===== src/rtl/alu_op_sequencer.sv =====
// Command sequencer in front of a combinational 8-bit ALU: registers operands,
// waits SETTLE_CYCLES, captures result/flags, maintains an accumulator.
module alu_op_sequencer #(
  parameter int unsigned SETTLE_CYCLES = 1
) (
  input  logic       clk,
  input  logic       rst,
  input  logic       cmd_valid,
  output logic       cmd_ready,
  input  logic [3:0] cmd_op,
  input  logic [7:0] cmd_a,
  input  logic [7:0] cmd_b,
  input  logic       cmd_use_acc,
  input  logic       cmd_wb,
  output logic [7:0] alu_a,
  output logic [7:0] alu_b,
  output logic [3:0] alu_op,
  input  logic [7:0] alu_result,
  input  logic       alu_c,
  input  logic       alu_z,
  input  logic       alu_n,
  input  logic       alu_ov,
  output logic       rsp_valid,
  input  logic       rsp_ready,
  output logic [7:0] rsp_result,
  output logic [3:0] rsp_flags,
  output logic       rsp_err,
  output logic [7:0] acc
);

  typedef enum logic [1:0] {
    IDLE = 2'd0,
    EXEC = 2'd1,
    RESP = 2'd2
  } state_t;

  localparam logic [3:0] SETTLE_INIT  = 4'(SETTLE_CYCLES - 32'd1);
  localparam logic [3:0] ILLEGAL_FLAGS = 4'b0100;

  function automatic logic is_illegal(input logic [3:0] op);
    return (op > 4'd8);
  endfunction

  function automatic logic [3:0] pack_flags(input logic c, input logic z,
                                            input logic n, input logic ov);
    return {c, z, n, ov};
  endfunction

  state_t     state_r, state_s;
  logic [3:0] cnt_r, cnt_s;
  logic       wb_r, wb_s;
  logic       err_r, err_s;
  logic [7:0] alu_a_s, alu_b_s;
  logic [3:0] alu_op_s;
  logic [7:0] rsp_result_s;
  logic [3:0] rsp_flags_s;
  logic       rsp_err_s;
  logic [7:0] acc_s;
  logic       cmd_ready_s, rsp_valid_s;

  // State register.
  always_ff @(posedge clk) begin
    if (rst) begin
      state_r <= IDLE;
    end else begin
      state_r <= state_s;
    end
  end

  // Next-state and next-value logic for every registered output.
  always_comb begin
    state_s      = state_r;
    cnt_s        = cnt_r;
    wb_s         = wb_r;
    err_s        = err_r;
    alu_a_s      = alu_a;
    alu_b_s      = alu_b;
    alu_op_s     = alu_op;
    rsp_result_s = rsp_result;
    rsp_flags_s  = rsp_flags;
    rsp_err_s    = rsp_err;
    acc_s        = acc;
    case (state_r)
      IDLE: begin
        if (cmd_valid) begin
          alu_a_s  = cmd_use_acc ? acc : cmd_a;
          alu_b_s  = cmd_b;
          alu_op_s = cmd_op;
          wb_s     = cmd_wb;
          err_s    = is_illegal(cmd_op);
          cnt_s    = SETTLE_INIT;
          state_s  = EXEC;
        end else begin
          state_s = IDLE;
        end
      end
      EXEC: begin
        if (cnt_r == 4'd0) begin
          // Illegal opcodes never let ALU output reach the response or acc.
          if (err_r) begin
            rsp_result_s = 8'h00;
            rsp_flags_s  = ILLEGAL_FLAGS;
            rsp_err_s    = 1'b1;
          end else begin
            rsp_result_s = alu_result;
            rsp_flags_s  = pack_flags(alu_c, alu_z, alu_n, alu_ov);
            rsp_err_s    = 1'b0;
          end
          if (wb_r && !err_r) begin
            acc_s = alu_result;
          end else begin
            acc_s = acc;
          end
          state_s = RESP;
        end else begin
          cnt_s   = cnt_r - 4'd1;
          state_s = EXEC;
        end
      end
      RESP: begin
        if (rsp_ready) begin
          state_s = IDLE;
        end else begin
          state_s = RESP;
        end
      end
      default: begin
        state_s = IDLE;
      end
    endcase
    cmd_ready_s = (state_s == IDLE);
    rsp_valid_s = (state_s == RESP);
  end

  // Datapath and handshake output registers.
  always_ff @(posedge clk) begin
    if (rst) begin
      cnt_r      <= 4'd0;
      wb_r       <= 1'b0;
      err_r      <= 1'b0;
      alu_a      <= 8'h00;
      alu_b      <= 8'h00;
      alu_op     <= 4'd0;
      rsp_result <= 8'h00;
      rsp_flags  <= 4'b0000;
      rsp_err    <= 1'b0;
      acc        <= 8'h00;
      cmd_ready  <= 1'b1;
      rsp_valid  <= 1'b0;
    end else begin
      cnt_r      <= cnt_s;
      wb_r       <= wb_s;
      err_r      <= err_s;
      alu_a      <= alu_a_s;
      alu_b      <= alu_b_s;
      alu_op     <= alu_op_s;
      rsp_result <= rsp_result_s;
      rsp_flags  <= rsp_flags_s;
      rsp_err    <= rsp_err_s;
      acc        <= acc_s;
      cmd_ready  <= cmd_ready_s;
      rsp_valid  <= rsp_valid_s;
    end
  end

endmodule


===== config.mk =====
export PLATFORM = sky130hd
export DESIGN_NAME = alu_op_sequencer
export DESIGN_NICKNAME = d
export VERILOG_FILES = /design/src/rtl/alu_op_sequencer.sv
export SDC_FILE = /design/constraint.sdc
export NUM_CORES = 1
export LEC_CHECK = 0
export ABC_CLOCK_PERIOD_IN_PS = 3400
export BUFFER_PORTS_ARGS = -buffer_cell sky130_fd_sc_hd__buf_2
export CAP_MARGIN = 20
export CORE_MARGIN = 2
export CORE_UTILIZATION = 51
export DETAILED_ROUTE_END_ITERATION = 8
export PLACE_DENSITY = 0.83
export REMOVE_ABC_BUFFERS = 1
export SLEW_MARGIN = 5
export SYNTH_ARGS = -nofsm -noshare
export SYNTH_HDL_FRONTEND = slang
export SYNTH_SLANG_ARGS = --single-unit

===== constraint.sdc =====
create_clock -name clk -period 3.4 [get_ports clk]
set_input_delay 0 -clock clk [delete_from_list [all_inputs] [get_ports clk]]
set_output_delay 0 -clock clk [all_outputs]
set_load 0.05 [all_outputs]

==> run_results.csv, run 1 <==
group,metric,value,unit
run,cap_viol_max_count,0,
timing,skew,0.00454,ns
outcome,status,"completed",
synth,synth_top_family_by_area,"simple AND/OR/NAND/NOR gates",
min_path,holdPathStages,4,
grt,gr-total-overflow,0,
clock_network,clock_sinks,51,
min_path,hp-class,"primary input to flip-flop",
place,place_inst,348,
synth,synth-seq-area-share,49.5,%
power,p_per_area,685,nW/µm²
layout,design_area,2830,µm²
grt,grt_first_pass_wirelength,8290,µm
synth,synth_compound_area_share,15.1,%
floorplan,dieArea,4570,µm²
drt,wl,5190,µm
grt,antenna_found_initial,0,
floorplan,chipHeight,67.6,µm
floorplan,pin_count,81,
critical_path,slowest_delay,0.67,ns
grt,grt_pass1_vias,1956,
synth,synthSimpleGateAreaFrac,21.9,%
critical_path,crit_type,"flip-flop to flip-flop",
timing,finalWorstSetupSlack,1.21,ns
clock_network,post_cts_resize_count,0,
clock_network,clk_latency,0.30,ns
timing,finalHoldViolCount,0,
floorplan,fp.dieW,67.6,µm
synth,synth-adder-area-share,0.607,%
critical_path,reg2reg_depth,5,
layout,final_cells,381,
drt,drt_iter0_drc,110,
drt,drt-wirelength-per-cell,13.6,µm
synth,synthTopCellsByArea,"dfxtp_1 50%, mux2i_1 8.7%, nand2_1 8.2%",
layout,layout_common_cells,"80 x buf_2, 51 x dfxtp_1, 45 x nand2_1, 31 x a21oi_1, 25 x dlygate4sd3_1",
floorplan,initial_core_util,52.3,%
floorplan,num_rows,23,
place,io_buffers,80,
clock_network,holdBufCountCts,25,
layout,drive_above_1_share,28.4,%
timing,max_clock_freq,0.457,GHz
synth,ys_ff_latch,51,
critical_path,path_max_fanout,15,
synth,ys.warnings.count,0,
layout,finalNetCount,369,
timing,timing.final.crit_share,64.4,%
place,gp_congestion,0.799,
drt,drc,0,
drt,firstDrtPassIters,4,
critical_path,required,3.63,ns
critical_path,path_cells,"inv_1 -> ha_1 -> or3b_1 -> nor4_4 -> mux2i_1",
power,ir_drop,439,µV
clock_network,cts_buffers,5,
drt,vias_per_cell,5.30,
place,dp_hpwl,3210,µm
synth,synth_xor_area_share,0,%
grt,grt_max_degree,45,
place,placed_area,2480,µm²
power,power.leakage,1.24,nW
timing,tightest_slew,1.04,ns
synth,synth_cells,234,
timing,setup_violations,0,
synth,synth_area_per_cell,8.81,µm²
timing,rsz0062_at_grt,"no",
synth,synth.area.mux_share,8.74,%
timing,fin_tns_setup,0,ns
timing,holdWs,0.00772,ns
critical_path,reg2reg_slack,1.21,ns
timing,fin_crit,2.19,ns
clock_network,cts-root-buf,"clkbuf_8",
synth,synth_top_cell_area_share,49.5,%
floorplan,core_area,3940,µm²
clock_network,cts_setup_buffers,0,
clock_network,cts_tree,"done",
clock_network,cts.reportedPaths.clkPinSlew,0.09,ns
drt,ant_nets,0,
grt,track_usage,23.9,%
layout,n_antenna_cell,0,
synth,synth.largest_area_cell,"dfxtp_1",
critical_path,cp-end-kind,"flip-flop",
synth,synthesis.area,2060,µm²
clock_network,clockBufferDepth,2,
timing,relSlewSlack,30.3,%
layout,final_common_cell,"buf_2",
critical_path,cp.arrival,2.42,ns
critical_path,startpoint_type,"flip-flop",
timing,slew_viol_final,0,
clock_network,h-tree-depth,2,
drt,vias,2020,
place,pre_cts_ws,1.27,ns
synth,ys_types,29,
critical_path,critPathSlowestCell,"nor4_4",
layout,area_growth,37.3,%
synthesized netlist by cell type, drive strengths merged:
library cell,number
a211oi,8
a21o,1
a21oi,31
and4bb,1
buf,4
clkbuf,14
clkinv,1
dfxtp,51
ha,1
inv,3
mux2i,18
nand2,45
nand2b,1
nand3,4
nand4b,11
nor2,9
nor2b,1
nor3,3
nor3b,3
nor4,2
o211ai,1
o21ai,13
o21bai,1
o311ai,1
or3,4
or3b,2
metrics by stage:
stage / util, % / total power, mW
after detailed placement: 62.9 / 1.54
after floorplan: - / 1.34
final: 71.8 / 1.94
after global routing: 71.8 / 2.05
after CTS: 71.8 / 1.94
after global placement: 62.9 / 1.53
where the power goes:
| group | leakage, nW | switching, mW | internal, mW | total (mW) |
|---|---|---|---|---|
| sequential | 0.417 | 0.0664 | 0.696 | 0.762 |
| clock | 0.0515 | 0.189 | 0.186 | 0.374 |
| combinational | 0.768 | 0.576 | 0.225 | 0.801 |
| total | 1.24 | 0.831 | 1.11 | 1.94 |
flip-flops by register name, summed over array words and instances, names as in the netlist, 2 cells and up:
register and cells:
acc 8, alu_a 8, alu_b 8, rsp_result 8, alu_op 4, cnt_r 4, rsp_flags 4, state_r 2
metal layers:
layer / vias up / GRT usage [%] / routed length, µm / part of all wire, %
met4: 0 / 8.42 / 53 / 1.0
met2: 69 / 42.4 / 2560 / 49
li1: 1006 / - / - / -
met1: 939 / 27.0 / 2240 / 43
met3: 6 / 7.00 / 337 / 6.5
met5: - / 0 / 0 / 0
cell type report:
type | count | area, µm²
multi-input combinational | 161 | 966
clock buffer | 8 | 100
sequential | 51 | 1020
timing repair buffer | 107 | 666
inverter | 4 | 15.0
fill | 315 | 1110
tap | 50 | 62.6
logic make-up after synthesis:
kind of cell               count (synthesis)
buffers and inverters                     22
adders and majority gates                  1
muxes                                     18
AOI/OAI and AO/OA                         56
DFF                                       51
and+or+nand+nor                           86
worst max-delay path: cells and delay by family (launching register included):
| kind | cells | cell delay (ns) |
|---|---|---|
| multiplexers | 1 | 0.27 |
| buffers and inverters | 1 | 0.07 |
| AND/OR/NAND/NOR | 2 | 1.26 |
| flip-flops | 1 | 0.32 |
| adder cells (fa/ha/maj) | 1 | 0.19 |
worst paths after layout:
kind	startpoint	end
worst max-delay path	cnt_r[0]	acc[1]
worst min-delay path	rsp_ready	rsp_valid
worst max register to register	cnt_r[0]	acc[1]
worst min register to register	alu_b[7]	alu_b[7]
Power figures use the tool's default switching activity.
==> inputs of run 2 (changes only) <==
- ABC_CLOCK_PERIOD_IN_PS: 3400 -> 1800
- CORE_UTILIZATION: 51 -> 43
- PLACE_DENSITY: 0.83 -> 0.75
- clock period: 3.4 -> 1.8 ns (I/O delays scaled with it)
==> run 2 against run 1 <==
Against the previous run: global-route usage is 2.8 points lower; clock skew is 0.00098 ns higher; power is 100% higher; hold slack better by 0.0031 ns; routed wire length is 6.5% higher; first-iteration DRC count is 21% lower; clock-buffer cell count is 2 lower; utilization is 9.2 points lower; combinational power is 110% higher; via count is 2.2% higher.
==> run_results.csv, run 2 (synthesized netlist as in run 1, its figures left out) <==
group,metric,value,unit
critical_path,startpoint_type,"flip-flop",
layout,design_area,2920,µm²
timing,setup_violations,0,
timing,relSlewSlack,68.3,%
power,p_total,3.89,mW
critical_path,cp.arrival,1.86,ns
drt,vias_per_cell,5.28,
layout,fin_util,62.6,%
timing,tightest_slew,0.473,ns
critical_path,critPathSlowestCell,"or3b_4",
drt,drt_iter0_drc,87,
layout,drive_above_1_share,30.0,%
critical_path,path_max_fanout,14,
floorplan,chipHeight,73.3,µm
critical_path,slowest_delay,0.41,ns
power,clock_power_share,19.6,%
timing,timing.final.crit_share,93.5,%
critical_path,reg2reg_depth,6,
layout,final_cells,391,
min_path,hp-class,"primary input to flip-flop",
outcome,status,"completed",
grt,track_usage,21.1,%
critical_path,crit_type,"flip-flop to flip-flop",
layout,final_common_cell,"buf_2",
power,power.leakage,1.28,nW
grt,use_met1,24.9,%
place,gp_congestion,0.770,
grt,met2_usage,38.3,%
critical_path,required,1.98,ns
floorplan,initial_core_util,44.2,%
timing,finalHoldViolCount,0,
run,cap_viol_max_count,0,
timing,holdWs,0.0108,ns
place,io_buffers,80,
timing,fin_tns_setup,0,ns
grt,grt_pass1_vias,1857,
clock_network,cts.reportedPaths.clkPinSlew,0.09,ns
place,place_inst,359,
clock_network,clock_sinks,51,
floorplan,num_rows,25,
layout,multi_input_area,968,µm²
drt,drt-wirelength-per-cell,14.1,µm
layout,area_growth,41.5,%
critical_path,critPathBufInv,2,
drt,ant_nets,0,
drt,wl,5520,µm
grt,gr-total-overflow,0,
layout,finalNetCount,376,
power,ir_drop,611,µV
floorplan,dieArea,5370,µm²
timing,max_clock_freq,0.594,GHz
layout,seqCellArea,1020,µm²
place,pre_cts_ws,0.127,ns
clock_network,h-tree-depth,2,
critical_path,path_cells,"inv_1 -> ha_1 -> or3b_4 -> buf_4 -> o21ai_0 -> a21oi_1",
power,swShare,41.5,%
power,seqPwrFrac,36.9,%
clock_network,clk_latency,0.30,ns
place,dp_hpwl,3470,µm
place,placed_area,2560,µm²
critical_path,cpLargestDelayFamily,"simple AND/OR/NAND/NOR gates",
layout,layout_common_cells,"80 x buf_2, 51 x dfxtp_1, 45 x nand2_1, 31 x a21oi_1, 25 x dlygate4sd3_1",
timing,rsz0062_at_grt,"no",
layout,n_antenna_cell,0,
power,p_per_area,1330,nW/µm²
clock_network,clockBufferDepth,2,
timing,finalWorstSetupSlack,0.117,ns
layout,fillers,416,
power,p_int,2.28,mW
critical_path,critical_path_depth,6,
grt,antenna_found_initial,0,
grt,use_met3,3.98,%
power,pwr-share-comb,43.5,%
floorplan,fp.dieW,73.3,µm
drt,drc,0,
timing,slew_viol_final,0,
drt,vias,2064,
clock_network,cts-root-buf,"clkbuf_8",
clock_network,cts_buffers,5,
grt,grt_max_degree,30,
timing,skew,0.00552,ns
floorplan,core_area,4660,µm²
grt,busiest_layer,"met2",
timing,fin_crit,1.68,ns
power,switching_power,1.62,mW
drt,firstDrtPassIters,4,
grt,grt_first_pass_wirelength,8700,µm
min_path,holdPathStages,4,
clock_network,cts_tree,"done",
critical_path,cp-end-kind,"flip-flop",
floorplan,pin_count,81,
run 2: timing repair:
action	in CTS	in global routing
endpoints found under the hold margin	33	0
hold buffers	25	0
buffers inserted	0	0
setup endpoints to repair	0	1
gates resized for setup	0	1
run 2: final timing paths:
path                         to      start  slack (ns)
setup / recovery  rsp_result[6]   cnt_r[0]        0.12
hold / removal        rsp_valid  rsp_ready        0.01
setup reg to reg  rsp_result[6]   cnt_r[0]        0.12
hold reg to reg       alu_op[0]  alu_op[0]        0.46
run 2: power groups by stage:
stage / Sequential, mW / Clock, mW / Combinational [mW]
floorplan: 1.92 / 0 / 0.602
global placement: 1.45 / 0 / 1.60
detailed placement: 1.45 / 0 / 1.62
CTS: 1.43 / 0.778 / 1.67
global route: 1.46 / 0.815 / 1.82
finish: 1.43 / 0.763 / 1.69
run 2: final cells by class:
class                      instances  share of cell area (%)
sequential                        51                    35.0
tap                               54                    2.32
multi-input combinational        161                    33.2
inverter                           4                   0.515
clock buffer                       6                    2.49
timing repair buffer             114                    25.5
clock inverter                     1                    1.03
run 2: worst register-to-register path, cell delays in order (launching register included):
cell,delay [ns]
dfxtp_1,0.33
inv_1,0.07
ha_1,0.19
or3b_4,0.41
buf_4,0.19
o21ai_0,0.25
a21oi_1,0.12
run 2: layer usage:
metal	up-vias	wire length [µm]
met5	-	0
met4	0	73
met3	6	278
met2	73	2850
met1	958	2320
li1	1027	-
